<file path="config.mk">
export PLATFORM = sky130hd
export DESIGN_NAME = serial_sub4
export DESIGN_NICKNAME = d
export VERILOG_FILES = /design/src/rtl/serial_sub4_full_sub.sv /design/src/rtl/serial_sub4.sv
export SDC_FILE = /design/constraint.sdc
export NUM_CORES = 1
export LEC_CHECK = 0
export CELL_PAD_IN_SITES_DETAIL_PLACEMENT = 0
export CELL_PAD_IN_SITES_GLOBAL_PLACEMENT = 1
export CORE_AREA = 3 3 59 61
export CTS_CLUSTER_DIAMETER = 60
export DETAILED_ROUTE_END_ITERATION = 16
export DIE_AREA = 0 0 62 64
export GPL_ROUTABILITY_DRIVEN = 0
export PLACE_DENSITY = 0.71
export RECOVER_POWER = 25
export REMOVE_ABC_BUFFERS = 1
export SLEW_MARGIN = 20
export SYNTH_ARGS = -nofsm -noshare
export SYNTH_HDL_FRONTEND = slang
export SYNTH_SLANG_ARGS = --single-unit
</file>
<file path="constraint.sdc">
create_clock -name clk -period 1.1 [get_ports clk]
set_input_delay 0.275 -clock clk [delete_from_list [all_inputs] [get_ports clk]]
set_output_delay 0.275 -clock clk [all_outputs]
set_load 0.01 [all_outputs]
</file>
<file path="src/rtl/serial_sub4_full_sub.sv">
`default_nettype none
// ============================================================================
// Module   : full_sub
// Purpose  : 1-bit full subtractor, the single arithmetic stage that the
//            bit-serial subtractor reuses on every cycle.
// Ports    : x   - minuend bit
//            y   - subtrahend bit
//            bi  - borrow in
//            d   - difference bit  (x - y - bi) mod 2
//            bo  - borrow out      (x < y + bi)
// Revision : 1.0 - initial release
// ============================================================================
module full_sub (
  input  logic x,
  input  logic y,
  input  logic bi,
  output logic d,
  output logic bo
);

  assign d  = x ^ y ^ bi;
  // A borrow is needed when y + bi exceeds x.
  assign bo = (~x & y) | (~x & bi) | (y & bi);

endmodule
`default_nettype wire

</file>
<file path="src/rtl/serial_sub4.sv">
`default_nettype none
// ============================================================================
// Module   : serial_sub4
// Purpose  : Bit-serial unsigned subtractor, diff = a - b - bin, one bit per
//            clock (LSB first) through a single 1-bit full subtractor with the
//            borrow registered between bits.
// Ports    : clk   - clock, rising edge
//            rst   - synchronous active-high reset
//            start - request strobe, sampled only while idle
//            a     - minuend      (sampled with start)
//            b     - subtrahend   (sampled with start)
//            bin   - borrow in    (sampled with start)
//            busy  - high while bits are being computed
//            done  - one-cycle pulse, diff/bout valid from this cycle
//            diff  - difference, held until the next done
//            bout  - borrow out, held until the next done
// Revision : 1.0 - initial release
// ============================================================================
module serial_sub4 #(
  parameter int WIDTH = 4
) (
  input  logic             clk,
  input  logic             rst,
  input  logic             start,
  input  logic [WIDTH-1:0] a,
  input  logic [WIDTH-1:0] b,
  input  logic             bin,
  output logic             busy,
  output logic             done,
  output logic [WIDTH-1:0] diff,
  output logic             bout
);

  localparam int CNT_W = $clog2(WIDTH + 1);

  localparam logic [1:0] S_IDLE = 2'd0;
  localparam logic [1:0] S_RUN  = 2'd1;
  localparam logic [1:0] S_DONE = 2'd2;

  logic [1:0]       state_q, state_d;
  logic [WIDTH-1:0] a_q, a_d;
  logic [WIDTH-1:0] b_q, b_d;
  logic             brw_q, brw_d;
  logic [CNT_W-1:0] cnt_q, cnt_d;
  logic [WIDTH-1:0] res_q, res_d;
  logic [WIDTH-1:0] diff_q, diff_d;
  logic             bout_q, bout_d;

  logic             w_d;
  logic             w_bo;

  // Operands are shifted right every bit-cycle, so the current bit is
  // always at position 0.
  full_sub u_full_sub (
    .x  (a_q[0]),
    .y  (b_q[0]),
    .bi (brw_q),
    .d  (w_d),
    .bo (w_bo)
  );

  always_comb begin
    state_d = state_q;
    a_d     = a_q;
    b_d     = b_q;
    brw_d   = brw_q;
    cnt_d   = cnt_q;
    res_d   = res_q;
    diff_d  = diff_q;
    bout_d  = bout_q;

    case (state_q)
      S_IDLE: begin
        if (start) begin
          state_d = S_RUN;
          a_d     = a;
          b_d     = b;
          brw_d   = bin;
          cnt_d   = '0;
          res_d   = '0;
        end
      end

      S_RUN: begin
        a_d   = a_q >> 1;
        b_d   = b_q >> 1;
        brw_d = w_bo;
        // New bit enters at the MSB; after WIDTH shifts the first (LSB)
        // bit has arrived at position 0.
        res_d = (res_q >> 1) | ({{(WIDTH-1){1'b0}}, w_d} << (WIDTH - 1));
        cnt_d = cnt_q + CNT_W'(1);
        if (cnt_q == CNT_W'(WIDTH - 1)) begin
          state_d = S_DONE;
          // Outputs are loaded together with the final bit so they are
          // already valid during the done cycle and never show partials.
          diff_d  = res_d;
          bout_d  = w_bo;
        end
      end

      S_DONE: begin
        state_d = S_IDLE;
      end

      default: begin
        state_d = S_IDLE;
      end
    endcase
  end

  always_ff @(posedge clk) begin
    if (rst) begin
      state_q <= S_IDLE;
      a_q     <= '0;
      b_q     <= '0;
      brw_q   <= 1'b0;
      cnt_q   <= '0;
      res_q   <= '0;
      diff_q  <= '0;
      bout_q  <= 1'b0;
    end else begin
      state_q <= state_d;
      a_q     <= a_d;
      b_q     <= b_d;
      brw_q   <= brw_d;
      cnt_q   <= cnt_d;
      res_q   <= res_d;
      diff_q  <= diff_d;
      bout_q  <= bout_d;
    end
  end

  assign busy = (state_q == S_RUN);
  assign done = (state_q == S_DONE);
  assign diff = diff_q;
  assign bout = bout_q;

endmodule
`default_nettype wire

</file>
-- Word level (Yosys, flattened, before mapping)
Index checks and enable logic that the tools add are counted.
- register bits: 23
- input bits: 12
- output and inout bits: 7
- logic and storage cells: 41
- add/subtract/negate cells: 1
- eq/ne operators: 5
- mux-type cells: 13
- bitwise logic cells: 9
- reductions and logical operators: 5
- operator list (operator ; count):
    one-hot mux 4 bit (2 select lines) ; 3
    2-to-1 mux 4 bit ; 3
    one-hot mux 3 bit (2 select lines) ; 1
    AND reduction 2 bit ; 3
    2-to-1 mux 2 bit ; 2
    OR 3 x 4 -> 4 bit ; 1
    one-hot mux 2 bit (2 select lines) ; 1
    adder 3 x 1 -> 3 bit, second input constant ; 1
    bitwise AND 1 bit ; 3
    equality test 3 x 2 -> 1 bit, second input constant ; 1
    2-to-1 mux 3 bit ; 1
    equality test 2 x 1 -> 1 bit, second input constant ; 1
    equality test 2 bit, second input constant ; 1
    zero test 2 bit ; 1
    inequality test 2 x 1 -> 1 bit, second input constant ; 1
    inequality test 2 bit, second input constant ; 1
    OR 1 bit ; 2
    one-hot mux 1 bit (2 select lines) ; 1
    nonzero test 2 bit ; 1
    XOR 1 bit ; 2
    2-to-1 mux 1 bit ; 1
    NOT 1 bit ; 1

-- Depth between registers and ports, before layout
Gate-level depths: netlist (run 1).
- depth in word-level cells: 5
- gate-level depth with buffers: 6
- gate-level depth less buffers: 5

-- Cells and area by module
Synthesis (run 1) repeated with hierarchy kept, for this count alone.
- cells, all modules: 103
- area, all modules: 1019.7 um^2
- by module, submodules not included (module ; times used ; cells each ; area an instance (um^2) ; sequential area each (um^2)):
    serial_sub4 ; 1 ; 100 ; 992.2 ; 440.4
    full_sub ; 1 ; 3 ; 27.5 ; 0.0

-- Least setup slack after synthesis (run 1)
OpenSTA, ideal clock, no wires.
- path type: reg2reg
- from: register cnt_q[0]
- to: register bout_q (netlist: bout)
- setup time: 0.071 ns
- arrival time: 1.142 ns
- data required time: 1.029 ns
- path slack: -0.113 ns
- stages on the path, launching flop included: 7
- path buffers: 1
- clock period less this slack: 1.213 ns
- path through: dfxtp_1 ha_1 ha_1 buf_2 nand3b_1 nand2_1 a21oi_1
- cells in the longest elaborated chain, start to end: 2
- RTL lines (element ; RTL line ; source):
    start: declaration ; serial_sub4.sv:44 ; logic [CNT_W-1:0] cnt_q, cnt_d;
    start signal: assignment ; serial_sub4.sv:126 ; cnt_q <= cnt_d;
    equality test 3 x 2 -> 1 bit ; serial_sub4.sv:92 ; if (cnt_q == CNT_W'(WIDTH - 1)) begin
    AND reduction 2 bit (no source line) ; -- ;
    end signal: assignment ; serial_sub4.sv:129 ; bout_q <= bout_d;
    end: declaration ; serial_sub4.sv:47 ; logic bout_q, bout_d;
No other way between the ends.
A chain may end at the register's enable or synchronous reset.

-- Final worst setup path (run 1)
- from: register state_q[1]
- to: output busy
- cells in the longest elaborated chain, start to end: 1
- RTL lines (element ; RTL line ; source):
    start: declaration ; serial_sub4.sv:40 ; logic [1:0] state_q, state_d;
    start signal: assignment ; serial_sub4.sv:122 ; state_q <= state_d;
    equality test 2 x 1 -> 1 bit ; serial_sub4.sv:133 ; assign busy = (state_q == S_RUN);
    end: declaration ; serial_sub4.sv:28 ; output logic busy,
No other way between the ends.

==> results of run 1 <==
## critical path, delay by kind of cell (launching register included)
family,cells,cell delay [ns]
buf+inv,2,0.15
simple gates,1,0.15
flops,1,0.36
## stage by stage
step / TNS [ns] / instance area [um^2] / hold WS (ns)
2_1_floorplan: -3.46 / 953 / 0.340
3_3_place_gp: -5.64 / 1310 / 0.442
3_5_place_dp: -6.36 / 1310 / 0.447
4_1_cts: -1.85 / 1510 / 0.467
5_1_grt: -2.96 / 1620 / 0.487
6_report: -1.97 / 1620 / 0.479
## timing repair
| action | CTS | global route |
|---|---|---|
| endpoints found under the hold margin | 0 | 0 |
| gates resized for setup | 62 | 21 |
| pin swaps | 20 | 18 |
| buffers inserted | 5 | 2 |
| endpoints found under the setup margin | 29 | 29 |
| cloned | 2 | 0 |
## cell families (layout without fill, tap and decap cells)
| kind of cell | after synthesis | in the layout | synth area share, % |
|---|---|---|---|
| simple gates | 32 | 32 | 17.3 |
| flops | 22 | 22 | 42.7 |
| fa+ha+maj | 3 | 3 | 4.36 |
| buf+inv | 11 | 49 | 8.73 |
| compound gates | 23 | 24 | 22.1 |
| mux | 5 | 5 | 4.85 |
## cell type report
cell class / count / area share [%]
Sequential cell: 22 / 28.4
Timing Repair Buffer: 42 / 24.8
Inverter: 3 / 0.694
Multi-Input combinational cell: 64 / 39.5
Clock buffer: 3 / 1.39
Clock inverter: 1 / 1.85
Tap cell: 44 / 3.40
## flip-flops by register name, indices dropped and copies added, names as in the netlist
signal	count
a_q	4
state_q	2
bout	1
res_q	3
diff	4
cnt_q	3
b_q	4
brw_q	1
## layer usage
metal  vias up  track usage, %
met4         0            5.57
met1       414            18.6
met3         2            1.82
met5         -               0
li1        422               -
met2         9            20.5
## cell usage in the layout (no fill, tap or decap), types with 2 or more instances in the layout
master           synthesis  final
buf_4                    0     15
buf_6                    4     12
dfxtp_2                  0     10
dfxtp_1                 22     10
clkdlybuf4s50_1          0     10
nor2_1                  12      9
a211oi_2                 6      7
nor2_2                   3      6
a22oi_2                  0      5
nand3_1                  4      4
nand2_1                  4      4
mux2i_1                  5      4
a21oi_2                  0      3
clkbuf_4                 0      3
inv_2                    1      2
a21oi_1                  5      2
nor3b_1                  3      2
nor4b_2                  0      2
o21ba_4                  1      2
a2bb2oi_2                0      2
ha_4                     0      2
buf_2                    2      2
dfxtp_4                  0      2
## where the power goes
group	switching, uW	internal (uW)
Combinational	172	217
Sequential	35.1	837
Clock	260	368
Total	467	1420
## worst paths after layout
check	endpoint	slack, ns	depth (start not counted)
setup / recovery	busy	-0.14	3
hold / removal	diff[2]	0.48	2
setup reg to reg	cnt_q[1]	-0.12	6
hold reg to reg	diff[2]	0.48	2
==> impl_metrics.env, run 1 <==
export IMPL_worstReg2RegStart="state_q[1]"
export IMPL_timing_critical_path_from="state_q[1]"
export IMPL_cts_sink_count=22
export IMPL_worst_slew_pin_slew_ns=0.373
export IMPL_grt_overflow=0
export IMPL_drt_pre_antenna_iters=4
export IMPL_cts_hold_repair_buffers=0
export IMPL_max_freq_mhz=807
export IMPL_path_cells="nand2b_4 > inv_2 > buf_6"
export IMPL_post_layout_total_power_uw=1890
export IMPL_cp_data_arrival_time_ns=0.96
export IMPL_dr_wl_met2_mm=1.35
export IMPL_hold_class="reg -> reg"
export IMPL_wirelength_mm=2.56
export IMPL_leak_pwr_uw=0.000603
export IMPL_worstHoldStart="diff[2]"
export IMPL_fp_dieArea_mm2=0.00397
export IMPL_synth_cell_area_mm2=0.00103
export IMPL_remaining_drc_errors=0
export IMPL_clock_insertion_delay_worst_skew_ns=0.31
export IMPL_route_detailed_wl_per_inst_um=14.3
export IMPL_synth_top_cell_area_share_pct=42.7
export IMPL_clk_root_buffer_cell="clkbuf_4"
export IMPL_post_synth_top_count_cell="dfxtp_1"
export IMPL_finClkSkew_ns=0.0118
export IMPL_final_max_slew_viol_count=0
export IMPL_cts_htree_levels=1
export IMPL_placed_cells=166
export IMPL_synth_edff_count=0
export IMPL_crit_path_max_incr_delay_ns=0.36
export IMPL_post_route_util_pct=53.6
export IMPL_die_width_um=62
export IMPL_grt_max_degree=14
export IMPL_clkTransAtPathRegs_ns=0.14
export IMPL_drv_max_cap_violation_count=0
export IMPL_overall_via_count_from_detail_route=847
export IMPL_postSynth_topFlopCell="dfxtp_1"
export IMPL_cts_inserted_buffers=3
export IMPL_synth_top_area_cell="dfxtp_1"
export IMPL_yosysUniqueCellTypes=29
export IMPL_ffs_latches_synth=22
export IMPL_pwr_density_cell_mw_per_mm2=1170
export IMPL_gr_usage_all_layers_pct=13.5
export IMPL_failed_checks="setup timing"
export IMPL_final_critical_path_setup_slack_ns=-0.138
export IMPL_routed_met1_length_mm=1.14
export IMPL_synthTopCellsByCount="22 x dfxtp_1, 12 x nor2_1, 6 x a211oi_2"
export IMPL_number_of_global_route_vias_before_repair=844
export IMPL_post_route_min_period_ns=1.24
export IMPL_crit_required_ns=0.82
export IMPL_synth_yosys_seq_area_share_pct=42.7
export IMPL_post_synth_inst_count=96
export IMPL_port_buffers=18
export IMPL_rsz_0062_raised_after_global_routing="yes"
export IMPL_outcome="finished, violations left"
export IMPL_dp_slack_ns=-0.415
export IMPL_synthToLayoutAreaGrowth_pct=57.1
export IMPL_share_of_flip_flops_with_an_asynchronous_set_or_reset_pct=0
export IMPL_final_min_period_over_clock_period_pct=113
export IMPL_post_layout_nonfiller_instances=179
export IMPL_drt_first_iter_violations=28
export IMPL_met3WireLength_um=56
export IMPL_final_hold_violation_count=0
export IMPL_syn_avg_cell_area_um2=10.8
export IMPL_detailed_place_hpwl_mm=1.57
export IMPL_critPathCaptureType="primary output"
export IMPL_first_pass_grt_wire_length_mm=4.06
export IMPL_design_core_area_mm2=0.00303
export IMPL_synthesis_yosys_warnings=0
export IMPL_route_detailed_vias_per_inst=4.73
export IMPL_fillerInstances=276
export IMPL_ys_top_cells_by_area="dfxtp_1 43%, a211oi_2 7.3%, mux2i_1 4.8%"
export IMPL_final_layout_size_suffix_gt1_share_pct=63.7
export IMPL_layout_nets=151
export IMPL_top_layer_used="met4"
export IMPL_clock_path_buffers=2
export IMPL_initial_core_util_pct=34.1
export IMPL_crit_slowest_cell="dfxtp_2"
export IMPL_timing_setup_critical_path_class="reg -> out"
export IMPL_setup_viol=24
export IMPL_slew_limit_headroom_pct=75.1
export IMPL_grt_antenna_before_repair=0
export IMPL_footprint_of_the_flip_flops_and_latches_um2=460
export IMPL_cts_tree="done"
export IMPL_num_antenna_cells=0
export IMPL_final_ant_viol_nets=0
export IMPL_io_pins=19
export IMPL_die_y_um=64
export IMPL_cp_start_kind="flip-flop"
export IMPL_worst_vdd_rail_ir_drop_uv=674
export IMPL_crit_path_max_fanout=3
export IMPL_rows=20
export IMPL_multi_input_gate_area_um2=641
(Power assumes the default switching activity.)
==> inputs of run 2 (changes only) <==
CORE_AREA = 2 2 58 60   (was 3 3 59 61)
DIE_AREA = 0 0 60 62   (was 0 0 62 64)
==> run 2 against run 1 <==
Effect of this change:
- first-iteration DRC count decreased by 11%
- critical path type unchanged
- sequential share of layout area decreased by 0.11 points
- the run still ends with setup timing left
- via count increased by 0.35%
==> impl_metrics.env, run 2 (synthesis results as in run 1) <==
export IMPL_pwr_density_cell_mw_per_mm2=1170
export IMPL_slew_limit_headroom_pct=75.8
export IMPL_power_share_combinational_pct=21.8
export IMPL_cts_inserted_buffers=3
export IMPL_route_detailed_vias_per_inst=4.64
export IMPL_cp_data_arrival_time_ns=0.95
export IMPL_ff2ff_path_depth=3
export IMPL_switching_share_pct=23.5
export IMPL_crit_required_ns=0.82
export IMPL_drt_first_iter_violations=25
export IMPL_path_cells="nand2b_4 > inv_2 > buf_6"
export IMPL_remaining_drc_errors=0
export IMPL_wirelength_mm=2.29
export IMPL_rsz_0062_raised_after_global_routing="yes"
export IMPL_final_max_slew_viol_count=0
export IMPL_worst_vdd_rail_ir_drop_uv=496
export IMPL_path_delay_family="flip-flops"
export IMPL_final_layout_size_suffix_gt1_share_pct=60.6
export IMPL_rows=21
export IMPL_postLayoutCellArea_mm2=0.00162
export IMPL_final_ant_viol_nets=0
export IMPL_r2r_setup_slack_ns=-0.12
export IMPL_drv_max_cap_violation_count=0
export IMPL_timing_setup_critical_path_class="reg -> out"
export IMPL_crit_slowest_cell="dfxtp_2"
export IMPL_cts_htree_levels=1
export IMPL_port_buffers=18
export IMPL_clock_path_buffers=2
export IMPL_timing_critical_path_depth=3
export IMPL_design_core_area_mm2=0.00318
export IMPL_post_route_min_period_ns=1.22
export IMPL_number_of_global_route_vias_before_repair=785
export IMPL_r2r_end="res_q[3]"
export IMPL_post_route_util_pct=50.9
export IMPL_fin_worst_hold_slack_ns=0.465
export IMPL_num_antenna_cells=0
export IMPL_grt_max_degree=14
export IMPL_initial_core_util_pct=32.5
export IMPL_setup_viol=16
export IMPL_max_freq_mhz=818
export IMPL_cts_tree="done"
export IMPL_worst_slew_pin_slew_ns=0.362
export IMPL_dp_slack_ns=-0.397
export IMPL_post_layout_total_power_uw=1890
export IMPL_clock_power_share_pct=32.2
export IMPL_crit_path_max_incr_delay_ns=0.35
export IMPL_worstReg2RegStart="b_q[0]"
export IMPL_p_int_uw=1450
export IMPL_critical_path_n_buffers_inverters=2
export IMPL_clock_insertion_delay_worst_skew_ns=0.30
export IMPL_outcome="finished, violations left"
export IMPL_drt_pre_antenna_iters=4
export IMPL_final_hold_violation_count=0
export IMPL_overall_via_count_from_detail_route=850
export IMPL_first_pass_grt_wire_length_mm=3.62
export IMPL_failed_checks="setup timing"
export IMPL_die_width_um=60
export IMPL_mostFrequentLayoutCells="16 x buf_4, 12 x nor2_1, 11 x dfxtp_2"
export IMPL_worstHoldStart="diff[2]"
export IMPL_clkTransAtPathRegs_ns=0.13
export IMPL_crit_path_max_fanout=3
export IMPL_critPathCaptureType="primary output"
export IMPL_synthToLayoutAreaGrowth_pct=56.8
export IMPL_io_pins=19
export IMPL_leak_pwr_uw=0.000616
export IMPL_placement_cell_area_mm2=0.00130
export IMPL_grt_overflow=0
export IMPL_detailed_place_hpwl_mm=1.46
export IMPL_cp_start_kind="flip-flop"
export IMPL_final_common_cell="buf_4"
export IMPL_die_y_um=62
export IMPL_layout_nets=153
export IMPL_power_frac_seq_pct=46.0
export IMPL_total_switching_power_uw=446
export IMPL_timing_critical_path_from="state_q[1]"
export IMPL_route_detailed_wl_per_inst_um=12.5
export IMPL_grt_antenna_before_repair=0
export IMPL_cts_sink_count=22
export IMPL_fp_dieArea_mm2=0.00372
export IMPL_hold_class="reg -> reg"
export IMPL_gr_usage_all_layers_pct=12.9
export IMPL_final_min_period_over_clock_period_pct=111
export IMPL_finClkSkew_ns=0.00559
export IMPL_critical_path_endpoint="busy"
export IMPL_final_critical_path_setup_slack_ns=-0.123
export IMPL_clk_root_buffer_cell="clkbuf_4"
[run 2: metal layers]
| metal | wire length, um | vias up | share of wire [%] | global-route usage (%) |
|---|---|---|---|---|
| met1 | 1070 | 407 | 47 | 16.9 |
| li1 | - | 429 | - | - |
| met2 | 1140 | 12 | 50 | 21.6 |
| met3 | 48 | 2 | 2.1 | 1.24 |
| met4 | 27 | 0 | 1.2 | 5.71 |
| met5 | 0 | - | 0 | 0 |
[run 2: repair_timing]
item,in CTS,in global routing
pin swaps,20,9
endpoints found under the setup margin,29,25
gates cloned,2,0
hold buffers,0,0
resized for setup,61,18
setup buffers,10,1
[run 2: worst register-to-register path, stage by stage, from the launching register on]
cell       delay (ns)
dfxtp_2          0.35
fa_2             0.60
a2bb2oi_2        0.13
nor2_1           0.05
[run 2: how the worst min path moves through the flow]
stage / endpoint / slack [ns] / cells after the start
after floorplan: a_q[1] / 0.34 / 1
after global placement: diff[2] / 0.44 / 2
after detailed placement: diff[2] / 0.45 / 2
after CTS: diff[2] / 0.47 / 2
after global routing: diff[2] / 0.49 / 2
final: diff[2] / 0.46 / 2
[run 2: layout make-up]
type	count	area, um^2
flip-flops and latches	22	458
clock inverters	1	30.0
multi-input cells	64	623
inverters	3	11.3
repair buffers	44	417
clock buffers	3	22.5
fillers	289	1560
well taps	46	57.6
[run 2: power by group through the flow]
| stage | clock [uW] | combinational, uW | sequential, uW |
|---|---|---|---|
| 2_1_floorplan | 0 | 146 | 885 |
| 3_3_place_gp | 0 | 290 | 877 |
| 3_5_place_dp | 0 | 294 | 878 |
| 4_1_cts | 632 | 392 | 869 |
| 5_1_grt | 678 | 442 | 878 |
| 6_report | 610 | 412 | 872 |
[run 2: through the flow]
step	TNS [ns]	instances
6_report	-0.863	183
5_1_grt	-1.95	183
4_1_cts	-0.858	183
3_5_place_dp	-6.07	167
3_3_place_gp	-5.78	167
2_1_floorplan	-3.46	88
